===== src/rtl/pipeline_ctrl_pkg.sv =====
// Shared encodings for the pipeline stall/flush sequencer.
package pipeline_ctrl_pkg;

  typedef enum logic [2:0] {
    PCTRL_RUN        = 3'd0,
    PCTRL_DRAIN      = 3'd1,
    PCTRL_HALTED     = 3'd2,
    PCTRL_STEP_FETCH = 3'd3,
    PCTRL_STEP_WAIT  = 3'd4
  } pctrl_state_t;

  localparam logic [5:0] OPCODE_HALT = 6'h3f;
  localparam int         REG_W       = 5;

endpackage


===== src/rtl/pipeline_ctrl_if.sv =====
// Hazard inputs from the pipeline stages and the stall/flush enables returned to them.
interface pipeline_ctrl_if;
  import pipeline_ctrl_pkg::*;

  logic [REG_W-1:0] id_rs;
  logic [REG_W-1:0] id_rt;
  logic             id_uses_rs;
  logic             id_uses_rt;
  logic             ex_mem_read;
  logic [REG_W-1:0] ex_rt;
  logic             branch_mispredict;
  logic             id_halt;
  logic             wb_halt;
  logic             pc_write;
  logic             if_id_write;
  logic             if_id_flush;
  logic             id_ex_flush;

  modport master (
    output id_rs, id_rt, id_uses_rs, id_uses_rt, ex_mem_read, ex_rt,
           branch_mispredict, id_halt, wb_halt,
    input  pc_write, if_id_write, if_id_flush, id_ex_flush
  );

  modport slave (
    input  id_rs, id_rt, id_uses_rs, id_uses_rt, ex_mem_read, ex_rt,
           branch_mispredict, id_halt, wb_halt,
    output pc_write, if_id_write, if_id_flush, id_ex_flush
  );

endinterface


===== src/rtl/pipeline_ctrl_load_use_detect.sv =====
// Load-use interlock detect: a load in EX whose destination feeds the instruction in ID.
// Purely combinational, zero latency; $0 never interlocks.
module load_use_detect
  import pipeline_ctrl_pkg::*;
(
  input  logic             ex_mem_read,
  input  logic [REG_W-1:0] ex_rt,
  input  logic [REG_W-1:0] id_rs,
  input  logic [REG_W-1:0] id_rt,
  input  logic             id_uses_rs,
  input  logic             id_uses_rt,
  output logic             lu
);

  assign lu = ex_mem_read && (ex_rt != '0) &&
              ((id_uses_rs && (id_rs == ex_rt)) || (id_uses_rt && (id_rt == ex_rt)));

endmodule


===== src/rtl/pipeline_ctrl.sv =====
// Stall/flush sequencer: Mealy hazard enables (zero latency) plus registered debug halt/step FSM.
// Arbitration order in RUN is mispredict > load-use > halt; counters saturate at all-ones.
module pipeline_ctrl
  import pipeline_ctrl_pkg::*;
#(
  parameter int CNT_WIDTH    = 32,
  parameter int DRAIN_CYCLES = 4
) (
  input  logic                 clk,
  input  logic                 reset,
  pipeline_ctrl_if.slave       pipe,
  input  logic                 dbg_run_req,
  input  logic                 dbg_step_req,
  output logic                 halted,
  output logic                 step_done,
  output logic [CNT_WIDTH-1:0] stall_cycles,
  output logic [CNT_WIDTH-1:0] flush_events
);

  localparam int                STEP_W    = (DRAIN_CYCLES > 1) ? $clog2(DRAIN_CYCLES) : 1;
  localparam logic [STEP_W-1:0] STEP_LOAD = STEP_W'(DRAIN_CYCLES - 1);

  pctrl_state_t      state;
  logic [STEP_W-1:0] step_cnt;
  logic              lu;
  logic              pc_write, if_id_write, if_id_flush, id_ex_flush;

  load_use_detect u_lu (
    .ex_mem_read (pipe.ex_mem_read),
    .ex_rt       (pipe.ex_rt),
    .id_rs       (pipe.id_rs),
    .id_rt       (pipe.id_rt),
    .id_uses_rs  (pipe.id_uses_rs),
    .id_uses_rt  (pipe.id_uses_rt),
    .lu          (lu)
  );

  always_comb begin
    pc_write    = 1'b1;
    if_id_write = 1'b1;
    if_id_flush = 1'b0;
    id_ex_flush = 1'b0;
    case (state)
      PCTRL_RUN: begin
        if (pipe.branch_mispredict) begin
          if_id_flush = 1'b1;
          id_ex_flush = 1'b1;
        end else if (lu) begin
          pc_write    = 1'b0;
          if_id_write = 1'b0;
          id_ex_flush = 1'b1;
        end else if (pipe.id_halt) begin
          pc_write    = 1'b0;
          if_id_flush = 1'b1;
        end
      end
      PCTRL_DRAIN: begin
        pc_write    = 1'b0;
        if_id_flush = 1'b1;
        id_ex_flush = 1'b1;
      end
      PCTRL_HALTED: begin
        pc_write    = 1'b0;
        if_id_write = 1'b0;
        id_ex_flush = 1'b1;
      end
      PCTRL_STEP_FETCH: id_ex_flush = 1'b1;
      PCTRL_STEP_WAIT: begin
        // A mispredict resolved by the stepped instruction must still land in the PC.
        pc_write    = pipe.branch_mispredict;
        if_id_flush = 1'b1;
        id_ex_flush = (step_cnt != STEP_LOAD);
      end
      default: ;
    endcase
  end

  assign pipe.pc_write    = pc_write;
  assign pipe.if_id_write = if_id_write;
  assign pipe.if_id_flush = if_id_flush;
  assign pipe.id_ex_flush = id_ex_flush;
  assign halted           = (state == PCTRL_HALTED);

  always_ff @(posedge clk) begin
    if (reset) begin
      state        <= PCTRL_RUN;
      step_cnt     <= '0;
      step_done    <= 1'b0;
      stall_cycles <= '0;
      flush_events <= '0;
    end else begin
      step_done <= 1'b0;
      case (state)
        PCTRL_RUN: begin
          if (pipe.branch_mispredict) begin
            if (flush_events != '1) flush_events <= flush_events + 1'b1;
          end else if (lu) begin
            if (stall_cycles != '1) stall_cycles <= stall_cycles + 1'b1;
          end else if (pipe.id_halt) begin
            state <= PCTRL_DRAIN;
          end
        end
        PCTRL_DRAIN:
          if (pipe.wb_halt) state <= PCTRL_HALTED;
        PCTRL_HALTED:
          if (dbg_step_req)     state <= PCTRL_STEP_FETCH;
          else if (dbg_run_req) state <= PCTRL_RUN;
        PCTRL_STEP_FETCH: begin
          step_cnt <= STEP_LOAD;
          state    <= PCTRL_STEP_WAIT;
        end
        PCTRL_STEP_WAIT: begin
          if (step_cnt == '0) begin
            step_done <= 1'b1;
            state     <= PCTRL_HALTED;
          end else begin
            step_cnt <= step_cnt - 1'b1;
          end
        end
        default: state <= PCTRL_RUN;
      endcase
    end
  end

endmodule


===== src/flat_wrapper.sv =====
// flat-port wrapper written by rule: the top's interface ports become plain ports
module pipeline_ctrl_flat import pipeline_ctrl_pkg::*;
#(
  parameter int CNT_WIDTH    = 32,
  parameter int DRAIN_CYCLES = 4
)
  (clk, reset, dbg_run_req, dbg_step_req, halted, step_done, stall_cycles, flush_events, pipe_id_rs, pipe_id_rt, pipe_id_uses_rs, pipe_id_uses_rt, pipe_ex_mem_read, pipe_ex_rt, pipe_branch_mispredict, pipe_id_halt, pipe_wb_halt, pipe_pc_write, pipe_if_id_write, pipe_if_id_flush, pipe_id_ex_flush);
  pipeline_ctrl_if pipe_i ();
  input  logic clk;
  input  logic reset;
  input  logic dbg_run_req;
  input  logic dbg_step_req;
  output logic halted;
  output logic step_done;
  output logic [CNT_WIDTH-1:0] stall_cycles;
  output logic [CNT_WIDTH-1:0] flush_events;
  input wire logic [$bits(pipe_i.id_rs)-1:0] pipe_id_rs;
  input wire logic [$bits(pipe_i.id_rt)-1:0] pipe_id_rt;
  input wire logic [$bits(pipe_i.id_uses_rs)-1:0] pipe_id_uses_rs;
  input wire logic [$bits(pipe_i.id_uses_rt)-1:0] pipe_id_uses_rt;
  input wire logic [$bits(pipe_i.ex_mem_read)-1:0] pipe_ex_mem_read;
  input wire logic [$bits(pipe_i.ex_rt)-1:0] pipe_ex_rt;
  input wire logic [$bits(pipe_i.branch_mispredict)-1:0] pipe_branch_mispredict;
  input wire logic [$bits(pipe_i.id_halt)-1:0] pipe_id_halt;
  input wire logic [$bits(pipe_i.wb_halt)-1:0] pipe_wb_halt;
  output wire logic [$bits(pipe_i.pc_write)-1:0] pipe_pc_write;
  output wire logic [$bits(pipe_i.if_id_write)-1:0] pipe_if_id_write;
  output wire logic [$bits(pipe_i.if_id_flush)-1:0] pipe_if_id_flush;
  output wire logic [$bits(pipe_i.id_ex_flush)-1:0] pipe_id_ex_flush;
  assign pipe_i.id_rs = pipe_id_rs;
  assign pipe_i.id_rt = pipe_id_rt;
  assign pipe_i.id_uses_rs = pipe_id_uses_rs;
  assign pipe_i.id_uses_rt = pipe_id_uses_rt;
  assign pipe_i.ex_mem_read = pipe_ex_mem_read;
  assign pipe_i.ex_rt = pipe_ex_rt;
  assign pipe_i.branch_mispredict = pipe_branch_mispredict;
  assign pipe_i.id_halt = pipe_id_halt;
  assign pipe_i.wb_halt = pipe_wb_halt;
  assign pipe_pc_write = pipe_i.pc_write;
  assign pipe_if_id_write = pipe_i.if_id_write;
  assign pipe_if_id_flush = pipe_i.if_id_flush;
  assign pipe_id_ex_flush = pipe_i.id_ex_flush;
  pipeline_ctrl #(.CNT_WIDTH(CNT_WIDTH), .DRAIN_CYCLES(DRAIN_CYCLES)) u_core (.clk(clk), .reset(reset), .pipe(pipe_i), .dbg_run_req(dbg_run_req), .dbg_step_req(dbg_step_req), .halted(halted), .step_done(step_done), .stall_cycles(stall_cycles), .flush_events(flush_events));
endmodule

===== config.mk =====
export PLATFORM = sky130hd
export DESIGN_NAME = pipeline_ctrl_flat
export DESIGN_NICKNAME = d
export VERILOG_FILES = /design/src/rtl/pipeline_ctrl_pkg.sv /design/src/rtl/pipeline_ctrl_if.sv /design/src/rtl/pipeline_ctrl_load_use_detect.sv /design/src/rtl/pipeline_ctrl.sv /design/src/flat_wrapper.sv
export SDC_FILE = /design/constraint.sdc
export NUM_CORES = 1
export LEC_CHECK = 0
export CORE_MARGIN = 2
export CORE_UTILIZATION = 49
export CTS_CLUSTER_SIZE = 25
export DETAILED_ROUTE_END_ITERATION = 6
export PLACE_DENSITY = 0.78
export SYNTH_ARGS = -nofsm -noshare
export SYNTH_HDL_FRONTEND = slang
export SYNTH_SLANG_ARGS = --single-unit

===== constraint.sdc =====
create_clock -name clk -period 2.8 [get_ports clk]
set_input_delay 0.56 -clock clk [delete_from_list [all_inputs] [get_ports clk]]
set_output_delay 0.56 -clock clk [all_outputs]
set_load 0.02 [all_outputs]

---- Word-level counts from Yosys, hierarchy flattened ----
Cells that the tools add are included.
storage, ports and cells
  register bits after elaboration ......... 70
  bits of input ports ..................... 25
  output and inout bits ................... 70
  word-level logic and storage cells ...... 68
cells by class
  $add $sub $neg .......................... 3
  eq/ne operators ......................... 16
  multiplexer cells ....................... 25
  bitwise logic cells ..................... 2
  reductions and logical operators ........ 17
operator list
  kind                                                 number
  adder 32 x 1 -> 32 bit, second input constant        2
  != test 32 bit, second input constant                2
  two-way mux 3 bit                                    7
  case mux 3 bit (5 select lines)                      1
  != test 2 bit, second input constant                 6
  two-way mux 1 bit                                    11
  equality test 5 bit                                  2
  equality test 3 x 2 -> 1 bit, second input constant  2
  case mux 1 bit (3 select lines)                      2
  AND reduction 6 bit                                  1
  OR reduction 2 bit                                   3
  nonzero test 5 bit                                   1
  logical AND 1 bit                                    4
  case mux 1 bit (2 select lines)                      2
  case mux 2 bit (2 select lines)                      1
  AND reduction 4 bit                                  1
  equality test 3 x 1 -> 1 bit, second input constant  1
  equality test 3 bit, second input constant           1
  logical NOT 3 bit                                    1
  != test 3 bit, second input constant                 1
  AND reduction 3 bit                                  1
  OR reduction 3 bit                                   1
  logical NOT 2 bit                                    1
  two-way mux 2 bit                                    1
  6 further kinds                                      7

---- Longest topological paths before layout ----
Gate-level depths: netlist of the first run.
  word-level depth ........................ 7
  mapped depth ............................ 9
  gate-level depth less buffers ........... 7

---- By module ----
From an unflattened synthesis of the first run, not the netlist that was laid out.
second synthesis, totals
  cell total of the unflattened synthesis .. 483
  area, all modules ....................... 3,901.2 um^2
modules (own cells, without submodules)
  module           times used  cells an instance  area each (um^2)
  pipeline_ctrl    1           466                3,767.4
  load_use_detect  1           17                 133.9

---- Worst setup path after synthesis of the first run ----
No wires, ideal clock.
  path type ............................... input to output
  start point ............................. in pipe_ex_rt[0]
  end point ............................... out pipe_id_ex_flush
  arrival ................................. 1.931 ns
  slack ................................... 0.309 ns
  stages .................................. 6
  path buffers ............................ 0
  path through ............................ xnor2_1 nand4_1 o22ai_1 o211a_1 nor3_1 o21ai_0
on the way
  word-level cells in the longest chain between the ends .. 7
RTL lines
  what                                 RTL line                             RTL
  from (decl)                          flat_wrapper.sv:22                   input wire logic [$bits(pipe_i.ex_rt)-1:0] pipe_ex_rt;
  equality test 5 bit                  pipeline_ctrl_load_use_detect.sv:16  ((id_uses_rs && (id_rs == ex_rt)) || (id_uses_rt && (id_rt == ex_rt)));
  logical AND 1 bit                    pipeline_ctrl_load_use_detect.sv:16
  logical OR 1 bit                     pipeline_ctrl_load_use_detect.sv:16
  logical AND 1 bit (*)                pipeline_ctrl_load_use_detect.sv:15  assign lu = ex_mem_read && (ex_rt != '0) &&
  two-way mux 1 bit (*)                pipeline_ctrl.sv:48                  end else if (lu) begin
  two-way mux 1 bit (*)                pipeline_ctrl.sv:45                  if (pipe.branch_mispredict) begin
  case mux 1 bit (3 select lines) (*)  pipeline_ctrl.sv:43                  case (state)
  to (decl)                            flat_wrapper.sv:29                   output wire logic [$bits(pipe_i.id_ex_flush)-1:0] pipe_id_ex_flush;
Mark *: on every way between the ends. The rest lies on a longest branch, timed or not.

---- Final worst setup path of the first run ----
  start point ............................. in pipe_ex_rt[0]
  end point ............................... out pipe_if_id_flush
on the way
  word-level cells in the longest chain between the ends .. 7
RTL lines
  what                                 RTL line                             RTL
  equality test 5 bit                  pipeline_ctrl_load_use_detect.sv:16
  logical AND 1 bit                    pipeline_ctrl_load_use_detect.sv:16
  logical OR 1 bit                     pipeline_ctrl_load_use_detect.sv:16
  logical AND 1 bit (*)                pipeline_ctrl_load_use_detect.sv:15
  two-way mux 1 bit (*)                pipeline_ctrl.sv:48
  two-way mux 1 bit (*)                pipeline_ctrl.sv:45
  case mux 1 bit (2 select lines) (*)  pipeline_ctrl.sv:43
  to (decl)                            flat_wrapper.sv:28                   output wire logic [$bits(pipe_i.if_id_flush)-1:0] pipe_if_id_flush;
Marked as above.

==> impl_metrics.json, run 1 <==
{
  "cp-start-kind": "primary input",
  "async_reset_ff_frac": 0,
  "start_util": 0.5102,
  "htree_levels": 3,
  "tightest_slew_ns": 0.5375,
  "drv_slew": 0,
  "ys_warn_count": 0,
  "fp.coreArea_um2": 7331,
  "die-area_um2": 8348,
  "gp_congestion": 0.9131,
  "syn-num-nets": 487,
  "die_w_um": 91.37,
  "vias": 3765,
  "final-seq-area_um2": 1401,
  "rows": 31,
  "grt.met3_usage": 0.05892,
  "grt_antenna_before_repair": 0,
  "final_cell_count_no_fill": 669,
  "min_delay_path_depth": 2,
  "avgSynthCellArea_um2": 8.166,
  "cts_inserted_buffers": 9,
  "multi_input_comb_area_um2": 2246,
  "fin_ws_ns": 0.06024,
  "yosysMostFrequentCell": "dfxtp_1",
  "path_max_fanout": 4,
  "synth_area_leader_cell": "dfxtp_1",
  "clk_latency_ns": 0.34,
  "cp_data_required_time_ns": 2.24,
  "synth-edff-count": 0,
  "ctsHoldBuffers": 0,
  "netlist_area_um2": 3740,
  "ys_types": 53,
  "hold_class": "reg -> reg",
  "fill_cells": 593,
  "dr.pass1.iters": 4,
  "globalRouteMet1Util": 0.2896,
  "p_leak_nw": 1.797,
  "rr_startpoint": "u_core.stall_cycles[2]",
  "clkTransAtPathRegs_ns": 0.07,
  "reg2reg_to": "u_core.stall_cycles[8]",
  "clkSinkCount": 70,
  "netlist_top_cells_count": "70 x dfxtp_1, 53 x nor2_1, 33 x xnor2_1, 30 x nand2_1, 28 x nand3_1",
  "netlist.area_leader.share": 0.3747,
  "grt_pass1_wl_um": 16620,
  "r2r_slack_ns": 0.32,
  "ant_nets": 0,
  "final_area_um2": 5190,
  "r2r_cells": 7,
  "route.detailed.drc": 0,
  "ir_drop_uv": 306.4,
  "worstPathCellList": "dlygate4sd2_1, buf_4, xnor2_2, nand4_1, o22ai_2, o211a_4, nor2b_1, o41a_1, buf_6",
  "wl_um": 9828,
  "placed_area_um2": 4855,
  "final_nets": 594,
  "drive_gt1_frac": 0.1088,
  "wl_per_cell_um": 14.69,
  "dp_slack_ns": -0.5992,
  "maxCapViolCount": 0,
  "holdCritStartpoint": "u_core.stall_cycles[26]",
  "track_usage": 0.2378,
  "n_antenna_cell": 0,
  "endpoint_kind": "output pin",
  "cp.arrival_ns": 2.18,
  "skew_ns": 0.01126,
  "root_buffer": "clkbuf_8",
  "fmax_mhz": 365.0,
  "place_inst": 649,
  "tritoncts": "built",
  "portBuffers": 94,
  "holdPathEnd": "u_core.stall_cycles[26]",
  "cp_slowest_cell": "o41a_1",
  "grtUsageMet2": 0.4185,
  "hold_viol_final": 0,
  "dp_hpwl_um": 6925,
  "period_minus_slack_ns": 2.740,
  "cts.path.max_buffers": 2,
  "die_h_um": 91.37,
  "cpPeakStageDelay_ns": 0.37,
  "yosysSeqAreaShare": 0.3747,
  "grt-busiest-layer": "met2",
  "crit_type": "in -> out",
  "syn2layout_area_growth_pct": 38.78,
  "synth_area_leaders": "dfxtp_1 37%, xnor2_1 7.7%, nor2_1 5.3%",
  "dr.first_iter.drc_count": 165,
  "grt_pass1_vias": 3697,
  "finalSetupViolCount": 0,
  "powerDensity_nw_per_um2": 428.4,
  "slew_headroom": 0.6389,
  "synthFlopType": "dfxtp_1",
  "netlist_instances": 458,
  "ys_ff_latch": 70,
  "overflow": 0,
  "pin_count": 95,
  "grt_max_degree": 31,
  "outcome": "complete, no violations",
  "viasPerCell": 5.628,
  "fin_crit_sh": 0.9785
}
==> registers in the layout (all words and copies together), names as in the netlist <==
signal / cells
u_core.step_done: 1
u_core.stall_cycles: 32
u_core.flush_events: 32
u_core.step_cnt: 2
u_core.state: 3
==> per-stage QoR <==
step                      setup TNS (ns)  utilization  hold slack, ns  power (mW)
after global placement            -2.385       0.6622          0.4924       1.217
after global routing            -0.01358       0.7080          0.5457       2.293
after floorplan                        0            -          0.5013       1.130
after CTS                              0       0.6984          0.5215       2.227
final                                  0       0.7080          0.5277       2.223
after detailed placement          -3.730       0.6622          0.5100       1.222
==> layer usage <==
layer	share of wire	wire, um
met2	0.50	4930
met5	0	0
met3	0.045	445
met1	0.44	4328
met4	0.013	124
==> worst max-delay path by stage <==
stage	startpoint	to	slack, ns	cells past startpoint
after CTS	pipe_id_rt[4]	pipe_if_id_flush	0.008	8
after floorplan	pipe_ex_rt[0]	pipe_id_ex_flush	0.31	6
after detailed placement	pipe_ex_rt[0]	pipe_if_id_flush	-0.60	9
after global placement	pipe_ex_rt[0]	pipe_pc_write	-0.50	6
after global routing	pipe_ex_rt[2]	pipe_if_id_flush	-0.01	9
final	pipe_ex_rt[0]	pipe_if_id_flush	0.06	9
==> area by class of cell <==
cell class | instances | share of cell area
inverters | 10 | 0.007232
well taps | 99 | 0.02387
multi-input cells | 355 | 0.4327
flip-flops and latches | 70 | 0.2700
clock inverters | 3 | 0.01736
clock buffers | 13 | 0.03062
repair buffers | 119 | 0.2182
==> timing repair <==
item / in CTS / in global routing
pin swaps: 3 / 14
gates resized for setup: 26 / 17
endpoints found under the setup margin: 4 / 8
buffers inserted: 3 / 1
==> cells in the final DEF (no fill, tap or decap), drive strengths merged, types with 3 or more instances in the layout <==
master,count
a21oi,27
and2,5
and3,6
and4,6
buf,30
bufinv,3
clkbuf,13
clkdlybuf4s50,74
dfxtp,70
dlygate4sd2,4
dlymetal6s2s,10
ha,4
inv,10
mux2,3
mux2i,3
nand2,30
nand3,28
nand4,28
nor2,53
nor2b,6
nor3,23
nor3b,4
nor4,11
o21ai,17
o31ai,7
or3,13
or4,12
xnor2,33
xor2,16
==> critical path: cells and delay by family <==
family,cells,cell delay [ns]
buf+inv,3,0.56
xor+xnor,1,0.12
compound gates,3,0.76
simple gates,2,0.18
==> power breakdown <==
group | total, mW | switching, mW | internal (mW)
combinational | 0.190 | 0.0996 | 0.0905
clock | 1.02 | 0.375 | 0.642
sequential | 1.02 | 0.0145 | 1.00
==> logic make-up after synthesis <==
group | after synthesis | share of synthesized area
buf+inv | 33 | 0.03747
fa+ha+maj | 4 | 0.01338
xor+xnor | 49 | 0.1148
mux | 6 | 0.01706
flops | 70 | 0.3747
compound gates | 63 | 0.1051
simple gates | 233 | 0.3376
No activity file was read; power rests on OpenSTA's default activity.
==> run 2: changes to the inputs <==
--- a/config.mk
+++ b/config.mk
@@ -5,11 +5,10 @@
 export SDC_FILE = /design/constraint.sdc
 export NUM_CORES = 1
 export LEC_CHECK = 0
-export CORE_MARGIN = 2
 export CORE_UTILIZATION = 49
 export CTS_CLUSTER_SIZE = 25
 export DETAILED_ROUTE_END_ITERATION = 6
-export PLACE_DENSITY = 0.78
+export PLACE_DENSITY_LB_ADDON = 0.12
 export SYNTH_ARGS = -nofsm -noshare
 export SYNTH_HDL_FRONTEND = slang
 export SYNTH_SLANG_ARGS = --single-unit
==> impl_metrics.json, run 2 (synthesis gave the netlist of run 1 again) <==
{
  "outcome": "complete, no violations",
  "path_max_fanout": 3,
  "tritoncts": "built",
  "placed_area_um2": 4795,
  "clkTransAtPathRegs_ns": 0.09,
  "die-area_um2": 7986,
  "portBuffers": 94,
  "critPathBufInv": 3,
  "clk_latency_ns": 0.35,
  "rows": 31,
  "cp_data_required_time_ns": 2.24,
  "grt_pass1_vias": 3229,
  "reg_top3": "u_core.flush_events (32), u_core.stall_cycles (32), u_core.state (3)",
  "p_leak_nw": 1.654,
  "maxCapViolCount": 0,
  "cp.arrival_ns": 2.19,
  "tightest_slew_ns": 0.5750,
  "die_w_um": 89.37,
  "hold_viol_final": 0,
  "tns_ns": 0,
  "worstPathCellList": "dlygate4sd2_1, or4_4, o211a_4, buf_4, nor3_1, o21ai_0, buf_2",
  "crit_type": "in -> out",
  "cp_slowest_cell": "or4_4",
  "hold_class": "reg -> reg",
  "cpPeakStageDelay_ns": 0.54,
  "htree_levels": 3,
  "start_util": 0.5102,
  "cts.path.max_buffers": 2,
  "period_minus_slack_ns": 2.751,
  "path_delay_family": "simple AND/OR/NAND/NOR gates",
  "grt_max_degree": 45,
  "gp_congestion": 0.8137,
  "ant_nets": 0,
  "final_area_um2": 5062,
  "track_usage": 0.2418,
  "finalSetupViolCount": 0,
  "clkSinkCount": 70,
  "total_power_mw": 2.141,
  "dr.first_iter.drc_count": 189,
  "root_buffer": "clkbuf_8",
  "fin_util": 0.6906,
  "fin_crit_sh": 0.9825,
  "cts_inserted_buffers": 9,
  "fmax_mhz": 363.5,
  "route.detailed.drc": 0,
  "ir_drop_uv": 289.5,
  "grt_antenna_before_repair": 0,
  "vias": 3718,
  "dp_hpwl_um": 6621,
  "n_antenna_cell": 0,
  "final_cell_mix": "74 x clkdlybuf4s50_1, 70 x dfxtp_1, 53 x nor2_1",
  "wl_per_cell_um": 14.26,
  "viasPerCell": 5.633,
  "fp.coreArea_um2": 7331,
  "drv_slew": 0,
  "final_common_cell": "clkdlybuf4s50_1",
  "slew_headroom": 0.6166,
  "wl_um": 9409,
  "rsz0062_at_grt": "yes",
  "drive_gt1_frac": 0.09626,
  "final_nets": 585,
  "cp-start-kind": "primary input",
  "grt_pass1_wl_um": 15100,
  "die_h_um": 89.37,
  "skew_ns": 0.01061,
  "pin_count": 95,
  "powerDensity_nw_per_um2": 422.9,
  "overflow": 0,
  "endpoint_kind": "output pin",
  "syn2layout_area_growth_pct": 35.36,
  "dr.pass1.iters": 5,
  "holdWs_ns": 0.5172
}
==> run 2: worst min-delay path, cell delays in order, from the launching register on <==
cell     delay (ns)
dfxtp_1        0.35
o31ai_1        0.07
a21oi_1        0.05
==> run 2: metal layers <==
metal  routed length, um  GRT usage
met1                4123     0.3107
met2                4736     0.4122
met3                 426    0.03139
met4                 124    0.09380
met5                   0          0
==> run 2: final timing paths <==
| check | slack, ns | startpoint | end | cells after the start |
|---|---|---|---|---|
| setup / recovery | 0.05 | pipe_ex_rt[0] | pipe_id_ex_flush | 7 |
| hold / removal | 0.52 | u_core.stall_cycles[26] | u_core.stall_cycles[26] | 2 |
| setup reg to reg | 0.30 | u_core.stall_cycles[2] | u_core.stall_cycles[1] | 7 |
| hold reg to reg | 0.52 | u_core.stall_cycles[26] | u_core.stall_cycles[26] | 2 |
==> run 2: cell type report <==
| type | count | area, um2 |
|---|---|---|
| Inverter | 10 | 37.54 |
| Multi-Input combinational cell | 355 | 2236 |
| Clock inverter | 6 | 92.59 |
| Fill cell | 604 | 2268 |
| Tap cell | 99 | 123.9 |
| Clock buffer | 10 | 137.6 |
| Timing Repair Buffer | 110 | 1033 |
| Sequential cell | 70 | 1401 |
==> run 2: timing repair <==
action                                  in CTS  in global routing
gates resized for setup                     38                  5
buffers inserted                             3                  0
endpoints found under the setup margin       4                  4
hold buffers                                 0                  0
pin swaps                                   15                  3
gates cloned                                 0                  0
==> run 2: metrics by stage <==
| step | worst slack [ns] | std cells |
|---|---|---|
| 2_1_floorplan | 0.3093 | 458 |
| 3_3_place_gp | -0.5039 | 641 |
| 3_5_place_dp | -0.6163 | 641 |
| 4_1_cts | 0.009936 | 660 |
| 5_1_grt | -0.003052 | 660 |
| 6_report | 0.04893 | 660 |
==> run 2: where the power goes <==
part | internal (mW) | switching [mW] | total [mW]
clock network | 0.532 | 0.418 | 0.950
logic | 0.0827 | 0.0936 | 0.176
registers | 1.00 | 0.0136 | 1.01
